**src/rtl/hamming_pkg.sv**
```systemverilog
// hamming_pkg
// Shared definitions for the Hamming(15,11) serial receiver:
//   - code geometry constants N (code bits), K (data bits), R (parity bits)
//   - POS_DADO: the 1-based codeword position that holds each data bit d[i]
//   - estado_t: receiver FSM state encoding
package hamming_pkg;

    localparam int N = 15;
    localparam int K = 11;
    localparam int R = 4;

    typedef logic [R-1:0] pos_t;

    // d[i] lives at codeword position POS_DADO[i], which is bit c[POS_DADO[i]-1].
    localparam pos_t POS_DADO [K] = '{
        4'd3, 4'd5, 4'd6, 4'd7, 4'd9, 4'd10, 4'd11, 4'd12, 4'd13, 4'd14, 4'd15
    };

    typedef enum logic [2:0] {
        OCIOSO  = 3'd0,
        INICIO  = 3'd1,
        DADOS   = 3'd2,
        PARADA  = 3'd3,
        CORRIGE = 3'd4
    } estado_t;

endpackage

```
**src/rtl/sindrome_hamming.sv**
```systemverilog
// sindrome_hamming
// Combinational Hamming(15,11) decoder.
//   c         in  15  received codeword, c[p-1] holds position p
//   s         out 4   syndrome (XOR of the positions of all set bits)
//   d         out 11  data bits after single-bit correction
//   corrigido out 1   a non-zero syndrome was found and a bit was flipped
// Double errors alias onto a wrong single position and are silently
// miscorrected; this block does not try to detect them.
module sindrome_hamming
    import hamming_pkg::*;
(
    input  logic [N-1:0] c,
    output logic [R-1:0] s,
    output logic [K-1:0] d,
    output logic         corrigido
);

    logic [N-1:0] c_corr;

    always_comb begin
        s = '0;
        for (int p = 0; p < N; p++) begin
            if (c[p]) begin
                s = s ^ R'(p + 1);
            end
        end

        // The syndrome value is the 1-based position of the bad bit.
        c_corr = c;
        if (s != '0) begin
            c_corr[s - 4'd1] = ~c[s - 4'd1];
        end

        d = '0;
        for (int i = 0; i < K; i++) begin
            d[i] = c_corr[POS_DADO[i] - 4'd1];
        end

        corrigido = (s != '0);
    end

endmodule

```
**src/rtl/receptor_serial_hamming.sv**
```systemverilog
// receptor_serial_hamming
// Serial Hamming(15,11) receiver: deframes start bit, 15 code bits (LSB
// first) and stop bit from a single idle-high line, corrects single-bit
// errors and holds the 11 data bits in a one-entry output buffer.
//   clk          in  1   clock, rising edge
//   rst          in  1   asynchronous active-high reset
//   serial_in    in  1   serial line, idle high
//   pronto       in  1   consumer ready
//   dado         out 11  corrected data word
//   valido       out 1   dado holds an unconsumed word
//   corrigido    out 1   qualifies dado: a single-bit error was corrected
//   erro_quadro  out 1   one-cycle pulse: stop bit low, frame dropped
//   sobrecarga   out 1   one-cycle pulse: good frame dropped, buffer full
//
// Output handshake: a word transfers on a rising edge where valido=1 and
// pronto=1. dado/corrigido hold steady while valido=1. A load in the same
// edge as a transfer wins: valido stays 1 and the new word is presented.
// The line itself is never back-pressured; a word arriving while the buffer
// is occupied (and not being drained that cycle) is dropped with sobrecarga.
//
// The FSM state is kept in `estado` so checkers can bind to it directly.
module receptor_serial_hamming
    import hamming_pkg::*;
#(
    parameter int CICLOS_POR_BIT = 4
)(
    input  logic          clk,
    input  logic          rst,
    input  logic          serial_in,
    input  logic          pronto,
    output logic [K-1:0]  dado,
    output logic          valido,
    output logic          corrigido,
    output logic          erro_quadro,
    output logic          sobrecarga
);

    localparam int TW = $clog2(CICLOS_POR_BIT);
    // Terminal counts for the half-bit start re-check and full-bit sampling.
    localparam logic [TW-1:0] TICK_MEIO = TW'(CICLOS_POR_BIT / 2 - 1);
    localparam logic [TW-1:0] TICK_BIT  = TW'(CICLOS_POR_BIT - 1);

    estado_t       estado;
    logic [TW-1:0] tick;
    logic [3:0]    cont_bits;
    logic [N-1:0]  c;

    logic [R-1:0]  sindrome;
    logic [K-1:0]  dado_corr;
    logic          corr;

    sindrome_hamming u_sindrome (
        .c         (c),
        .s         (sindrome),
        .d         (dado_corr),
        .corrigido (corr)
    );

    // serial_in is used directly: the sampling points are defined relative to
    // the first clock that sees the line low, so no extra synchronizer delay
    // is inserted here. The source is expected to be in this clock domain.
    always_ff @(posedge clk or posedge rst) begin
        if (rst) begin
            estado      <= OCIOSO;
            tick        <= '0;
            cont_bits   <= '0;
            c           <= '0;
            dado        <= '0;
            valido      <= 1'b0;
            corrigido   <= 1'b0;
            erro_quadro <= 1'b0;
            sobrecarga  <= 1'b0;
        end else begin
            erro_quadro <= 1'b0;
            sobrecarga  <= 1'b0;

            // Drain; a CORRIGE load below overrides this in the same cycle.
            if (valido && pronto) begin
                valido <= 1'b0;
            end

            case (estado)
                OCIOSO: begin
                    if (!serial_in) begin
                        estado <= INICIO;
                        tick   <= '0;
                    end
                end

                INICIO: begin
                    if (tick == TICK_MEIO) begin
                        tick      <= '0;
                        cont_bits <= '0;
                        // A line back high at mid-start-bit is a glitch.
                        estado    <= serial_in ? OCIOSO : DADOS;
                    end else begin
                        tick <= tick + 1'b1;
                    end
                end

                DADOS: begin
                    if (tick == TICK_BIT) begin
                        tick <= '0;
                        // Shift in from the top so the first bit ends in c[0].
                        c    <= {serial_in, c[N-1:1]};
                        if (cont_bits == 4'(N - 1)) begin
                            estado <= PARADA;
                        end else begin
                            cont_bits <= cont_bits + 4'd1;
                        end
                    end else begin
                        tick <= tick + 1'b1;
                    end
                end

                PARADA: begin
                    if (tick == TICK_BIT) begin
                        tick <= '0;
                        if (serial_in) begin
                            estado <= CORRIGE;
                        end else begin
                            erro_quadro <= 1'b1;
                            estado      <= OCIOSO;
                        end
                    end else begin
                        tick <= tick + 1'b1;
                    end
                end

                CORRIGE: begin
                    estado <= OCIOSO;
                    if (!valido || pronto) begin
                        dado      <= dado_corr;
                        corrigido <= corr;
                        valido    <= 1'b1;
                    end else begin
                        sobrecarga <= 1'b1;
                    end
                end

                default: begin
                    estado <= OCIOSO;
                end
            endcase
        end
    end

    // The decoder's correction flag must agree with its own syndrome.
    a_corr_sindrome: assert property (
        @(posedge clk) disable iff (rst) corr == (sindrome != '0)
    );

endmodule

```
**config.mk**
```make
export PLATFORM = sky130hd
export DESIGN_NAME = receptor_serial_hamming
export DESIGN_NICKNAME = d
export VERILOG_FILES = /design/src/rtl/hamming_pkg.sv /design/src/rtl/sindrome_hamming.sv /design/src/rtl/receptor_serial_hamming.sv
export SDC_FILE = /design/constraint.sdc
export NUM_CORES = 1
export LEC_CHECK = 0
export CELL_PAD_IN_SITES_DETAIL_PLACEMENT = 2
export CELL_PAD_IN_SITES_GLOBAL_PLACEMENT = 2
export CORE_AREA = 4 4 76 95
export CTS_BUF_LIST = sky130_fd_sc_hd__clkbuf_16
export DETAILED_ROUTE_END_ITERATION = 16
export DIE_AREA = 0 0 80 99
export GPL_ROUTABILITY_DRIVEN = 0
export PLACE_DENSITY = 0.81
export SLEW_MARGIN = 20
export SYNTH_ARGS = -nofsm -noshare
export SYNTH_HDL_FRONTEND = slang
export SYNTH_SLANG_ARGS = --single-unit
export TNS_END_PERCENT = 10
```
**constraint.sdc**
```tcl
create_clock -name clk -period 8.2 [get_ports clk]
set_clock_uncertainty 0.15 [all_clocks]
set_input_delay 0.82 -clock clk [delete_from_list [all_inputs] [get_ports clk]]
set_output_delay 0.82 -clock clk [all_outputs]
set_load 0.005 [all_outputs]
```
Yosys cells after proc, flatten, opt, wreduce, memory -nomap -nowiden --
Cells that the tools add are included.
Storage, ports and cells: register bits 39, latch bits 0, memory bits (writable) 0, memory bits (read-only) 0, bits of input ports 4, output and inout port bits 15, logic and storage cells 101, memories kept 0
Cells by class: $add $sub $neg 3, multipliers 0, divide/modulo/power cells 0, $lt $le $gt $ge 2, eq/ne operators 13, shift operators 0, mux-type cells 45, bitwise operators 15, reduce and logical (&&, ||, !) cells 14
Operators with widths (number):
- 4-bit two-way mux | 11
- 3-bit two-way mux | 10
- 15-bit bitwise mux | 1
- 15-bit two-way mux | 1
- 2-bit two-way mux | 6
- 2-bit != test (second input constant) | 6
- 2-bit NOT | 6
- 3-bit NOT | 4
- 3-bit one-hot mux with 4 select lines | 1
- 1-bit two-way mux | 11
- 4-bit one-hot mux with 2 select lines | 1
- 3-bit by 2-bit equality test with 1-bit output (second input constant) | 2
- 2-bit one-hot mux with 3 select lines | 1
- 2-bit AND reduction | 3
- 4-bit by 5-bit less-than comparator with 1-bit output (second input constant) | 1
- 5-bit AND reduction | 1
- 4-bit by 1-bit adder with 4-bit output (second input constant) | 1
- 1-bit binary-select mux with 4-bit select | 1
- 1-bit demux with 4-bit select | 1
- 4-bit equality test (second input constant) | 1
- 4-bit by 1-bit >= comparator with 1-bit output (second input constant) | 1
- 4-bit NOT | 1
- 4-bit AND reduction | 1
- 4-bit nonzero test | 1
- 15 further kinds | 18

Depth between registers and ports, before layout --
word-level depth 33, gate-level depth with buffers 14, depth with buffers taken out 12

Modules after synthesis --
A second synthesis with hierarchy kept.
Second synthesis, totals: cell total of the unflattened synthesis 227, area total of the unflattened synthesis 2580.0 um2
By module, submodules not included:
- receptor_serial_hamming | instances 1, cells an instance 127, area each 1785.5 um2, seq. area each 975.9 um2
- sindrome_hamming | instances 1, cells an instance 100, area each 794.5 um2, seq. area each 0.0 um2

Least setup slack after synthesis --
OpenSTA, ideal clock, no wires.
path type reg-to-reg, start register c[10], end register dado[3], arrival 3.304 ns, data required time 7.959 ns, setup slack 4.655 ns, stages on the path, launching flop included 14, buffers on the path 2, cells stage by stage dfrtp_1 > xnor2_2 > xnor3_2 > buf_4 > xnor2_1 > ha_1 > clkbuf_1 > mux2i_1 > nand2_1 > nor3b_1 > o31a_1 > a21oi_1 > a2111o_1 > o221ai_1
Between the ends: longest elaborated chain between the ends 16
Ends and longest elaborated chain:
- start, declared | line receptor_serial_hamming.sv:46 | logic [N-1:0] c;
- start signal, assigned | line receptor_serial_hamming.sv:105 | c <= {serial_in, c[N-1:1]};
- 4-bit two-way mux | line sindrome_hamming.sv:23 | if (c[p]) begin
- 2-bit NOT (no source line)
- 4-bit two-way mux | line sindrome_hamming.sv:23
- 3-bit NOT (no source line)
- 4-bit two-way mux | line sindrome_hamming.sv:23
- 3-bit NOT (no source line)
- 4-bit two-way mux | line sindrome_hamming.sv:23
- 4-bit NOT (no source line)
- 4-bit two-way mux | line sindrome_hamming.sv:23
- 4-bit by 1-bit subtractor with 4-bit output | line sindrome_hamming.sv:31 | c_corr[s - 4'd1] = ~c[s - 4'd1];
- 4-bit by 5-bit less-than comparator with 1-bit output (not written as such) or 4-bit by 1-bit >= comparator with 1-bit output (tied branches) | line sindrome_hamming.sv:31
- 1-bit logical AND (not written as such) | line sindrome_hamming.sv:31
- 1-bit two-way mux (not written as such) | line sindrome_hamming.sv:31
- 1-bit demux with 4-bit select
- 15-bit bitwise mux | line sindrome_hamming.sv:31
- 15-bit two-way mux (*) | line sindrome_hamming.sv:30 | if (s != '0) begin
- end signal, assigned | line receptor_serial_hamming.sv:133 | dado <= dado_corr;
- end, declared | line receptor_serial_hamming.sv:31 | output logic [K-1:0] dado,
Every way passes the cells marked *; elsewhere a longest branch is shown, timed or not. The select of a mux whose other input is x is not followed. A chain may end at the register's enable or synchronous reset.

Final worst setup path --
start register c[6], end register dado[3]
Between the ends: longest elaborated chain between the ends 20
Ends and longest elaborated chain (line):
- 3-bit two-way mux | sindrome_hamming.sv:23
- 4-bit two-way mux | sindrome_hamming.sv:23
- 2-bit NOT (no source line) or 4-bit two-way mux (tied branches)
- 4-bit two-way mux or 2-bit NOT (tied branches)
- 4-bit two-way mux | sindrome_hamming.sv:23
- 3-bit NOT (no source line) or 2-bit NOT (tied branches)
- 4-bit two-way mux | sindrome_hamming.sv:23
- 4-bit two-way mux or 3-bit NOT (tied branches)
- [... 4 more ...]
- 4-bit two-way mux | sindrome_hamming.sv:23
- 4-bit by 1-bit subtractor with 4-bit output | sindrome_hamming.sv:31
- 4-bit by 5-bit less-than comparator with 1-bit output (not written as such) or 4-bit by 1-bit >= comparator with 1-bit output (tied branches) | sindrome_hamming.sv:31
- 1-bit logical AND (not written as such) | sindrome_hamming.sv:31
- 1-bit two-way mux (not written as such) | sindrome_hamming.sv:31
- 1-bit demux with 4-bit select
- 15-bit bitwise mux | sindrome_hamming.sv:31
- 15-bit two-way mux (*) | sindrome_hamming.sv:30
Marked as above.

==> flow_summary.yaml <==
run_status:
  run_status: "finished clean"
placement:
  port_buffers: 18
  post_dp_cell_area_um2: 2725
  hpwlAfterDp_um: 5057
  dp_cell_count: 356
yosys:
  asyncSetResetFlopFracSynth: 1.000
  synth_top_flop_cell: "sky130_fd_sc_hd__dfrtp_1"
  ys_seq_area_frac: 0.3971
  synthDominantCellAreaShare: 0.3971
  syn-num-nets: 272
  synth_area_per_cell_um2: 9.451
  yosysTopAreaCell: "sky130_fd_sc_hd__dfrtp_1"
  yosys.cell_types.count: 43
  synth_area_um2: 2457
  synth.area.top_cells: "sky130_fd_sc_hd__dfrtp_1, sky130_fd_sc_hd__mux2_2, sky130_fd_sc_hd__xnor2_1"
  synthesis.instances: 260
  post_synth_edffs: 0
  ys_seq_elements: 39
  synth_warnings: 0
final_layout:
  finalInstanceArea_um2: 2867
  stdcell_count: 364
  antenna-diode-count: 0
  mostFrequentLayoutCell: "sky130_fd_sc_hd__dfrtp_1"
  drive_above_1_share: 0.1147
  area_growth_pct: 16.65
  most-common-layout-cells: "sky130_fd_sc_hd__dfrtp_1, sky130_fd_sc_hd__nand2_1, sky130_fd_sc_hd__nor2_1, sky130_fd_sc_hd__clkdlybuf4s50_1, sky130_fd_sc_hd__xnor2_1"
  final_net_count: 290
clock_tree:
  worstSkewPairLatency_ns: 0.28
  cts.repair_timing.setup_buffer_count: 0
  clock_path_buffers: 2
  cts_hold_buffers: 0
  cts-root-buf: "sky130_fd_sc_hd__clkbuf_16"
  tritoncts_num_sinks: 39
  numCtsBuffers: 5
  clk_pin_slew_worst_paths_ns: 0.06
  ctsHtreeMaxLevel: 2
  cts_resized: 0
  clock_tree_from_tritoncts: "built"
sta:
  setup_repair_after_global_routing_missed_its_margin: "false"
  slew_headroom: 0.5107
  fin_crit_sh: 0.4841
  finalCriticalPeriod_ns: 3.970
  fmax_mhz: 251.9
  number_of_failing_setup_endpoints_in_the_final_timing_report: 0
  finalSetupTns_ns: 0
  final_hold_viol_count: 0
  finalMaxSlewViolations: 0
  worst_slew_pin_slew_ns: 0.7154
global_routing:
  antenna_violations_before_repair: 0
  remaining_overflow_grt: 0
  grt_start_max_net_pins: 40
  number_of_global_route_vias_before_repair: 2275
  global_route_wire_length_before_repair_um: 11700
  global_route_usage_over_all_layers: 0.1895
critical_path:
  timing.critical_path.from_type: "flop"
  crit_path_capture_type: "flop"
  worstSetupPathType: "flop to flop"
  critical_path_peak_fanout: 16
  required_ns: 8.25
  worst_ep_arrival_time_ns: 4.02
power_and_ir_drop:
  power.share.combinational: 0.505
  netSwitchingPower_mw: 0.4051
  internal_power_mw: 0.4747
  clock_share_of_power: 0.215
  power_density_nw_per_um2: 307.0
  power_switching_share: 0.4604
  seq_power_share: 0.280
  vdd_drop_max_mv: 0.1477
  power.static_leakage_nw: 1.263
routing:
  dr.first_iter.drc_count: 66
  route.vias.total: 2008
  routed_wire_length_per_instance_um: 18.79
  wirelength_um: 6841
  postRouteAntennaNets: 0
  detail_route.drc_violations: 0
  vias_per_cell: 5.516
  first_pass_iters: 4
die:
  core-area_um2: 6246
  die_height_um: 99
  dieArea_um2: 7920
  die_width_um: 80
  initial_core_util: 0.3934
  boundaryPins: 19
  rows: 32
job:
  cap_violations: 0
worst_hold_path:
  hp-class: "flop to flop"
==> stage by stage <==
stage	hold WS, ns	total power, mW	utilization	setup slack, ns
2_1_floorplan	0.3226	0.5649	-	4.655
3_3_place_gp	0.3113	0.6720	0.4363	4.442
3_5_place_dp	0.3220	0.6886	0.4363	4.334
4_1_cts	0.3408	0.8894	0.4589	4.218
5_1_grt	0.3695	0.9494	0.4589	3.929
6_report	0.3352	0.8799	0.4589	4.230
==> worst paths after layout <==
| check | start | end | slack, ns | depth (start not counted) |
|---|---|---|---|---|
| max | c[6]$_DFFE_PP0P_ | dado[3]$_DFFE_PP0P_ | 4.23 | 12 |
| min | dado[10]$_DFFE_PP0P_ | dado[10]$_DFFE_PP0P_ | 0.34 | 2 |
| max reg2reg | c[6]$_DFFE_PP0P_ | dado[3]$_DFFE_PP0P_ | 4.23 | 12 |
| min reg2reg | dado[10]$_DFFE_PP0P_ | dado[10]$_DFFE_PP0P_ | 0.34 | 2 |
| max in group asynchronous | rst | c[3]$_DFFE_PP0P_ | 6.74 | 3 |
| min in group asynchronous | rst | tick[0]$_DFFE_PP0P_ | 0.82 | 3 |
==> worst max-delay path, cell delays in order (launching register included) <==
cell and delay, ns:
sky130_fd_sc_hd__dfrtp_1 0.45, sky130_fd_sc_hd__xnor2_1 0.34, sky130_fd_sc_hd__xnor2_1 0.15, sky130_fd_sc_hd__xnor2_1 0.15, sky130_fd_sc_hd__ha_1 0.53, sky130_fd_sc_hd__ha_1 0.56, sky130_fd_sc_hd__mux2i_1 0.23, sky130_fd_sc_hd__nand2_1 0.16
sky130_fd_sc_hd__nor3b_1 0.27, sky130_fd_sc_hd__o31a_1 0.16, sky130_fd_sc_hd__a21oi_1 0.06, sky130_fd_sc_hd__a2111o_1 0.49, sky130_fd_sc_hd__o221ai_1 0.18
==> power by group through the flow <==
stage	logic [mW]	clock network [mW]	registers [mW]
floorplan	0.331	0	0.234
global placement	0.424	0	0.248
detailed placement	0.439	0	0.249
CTS	0.447	0.196	0.246
global route	0.492	0.205	0.252
finish	0.444	0.189	0.246
==> area by class of cell <==
cell class	instances	area, um^2
Sequential cell	39	975.9
Clock inverter	3	16.27
Timing Repair Buffer	21	202.7
Inverter	11	41.29
Fill cell	705	3379
Multi-Input combinational cell	200	1399
Clock buffer	5	125.1
Tap cell	85	106.4
==> synth_stat cells (all sizes together) (2+ instances only) <==
cell and n:
xnor3 2, xnor2 18, mux4 2, and3 2
a31oi 7, mux2i 6, nor3b 2, o31ai 7
ha 8, o311a 3, a21oi 16, dfrtp 39
o21ai 16, a2111oi 2, clkbuf 9, nor2 26
inv 11, nand2 31, o221ai 2, nand3 9
nor3 3, o211ai 2, mux2 16, xor2 6
==> kinds of logic after synthesis <==
| group | Yosys count | share of synthesized area |
|---|---|---|
| multiplexers | 24 | 0.1161 |
| adder cells (fa/ha/maj) | 8 | 0.04073 |
| AND/OR/NAND/NOR | 79 | 0.1390 |
| XOR/XNOR | 26 | 0.1074 |
| buffers and inverters | 21 | 0.03361 |
| AO/OA/AOI/OAI | 63 | 0.1660 |
| flip-flops | 39 | 0.3972 |
==> sequential cells by signal (all words and copies together) (netlist names), 2 cells and up <==
signal,cells
c,15
dado,11
cont_bits,4
estado,3
tick,2
==> per-layer routing <==
metal | GRT usage | share of wire
met5 | 0 | 0
met4 | 0.05332 | 0.012
met3 | 0.02925 | 0.020
met2 | 0.3495 | 0.56
met1 | 0.2225 | 0.41
Power figures use the tool's default switching activity.
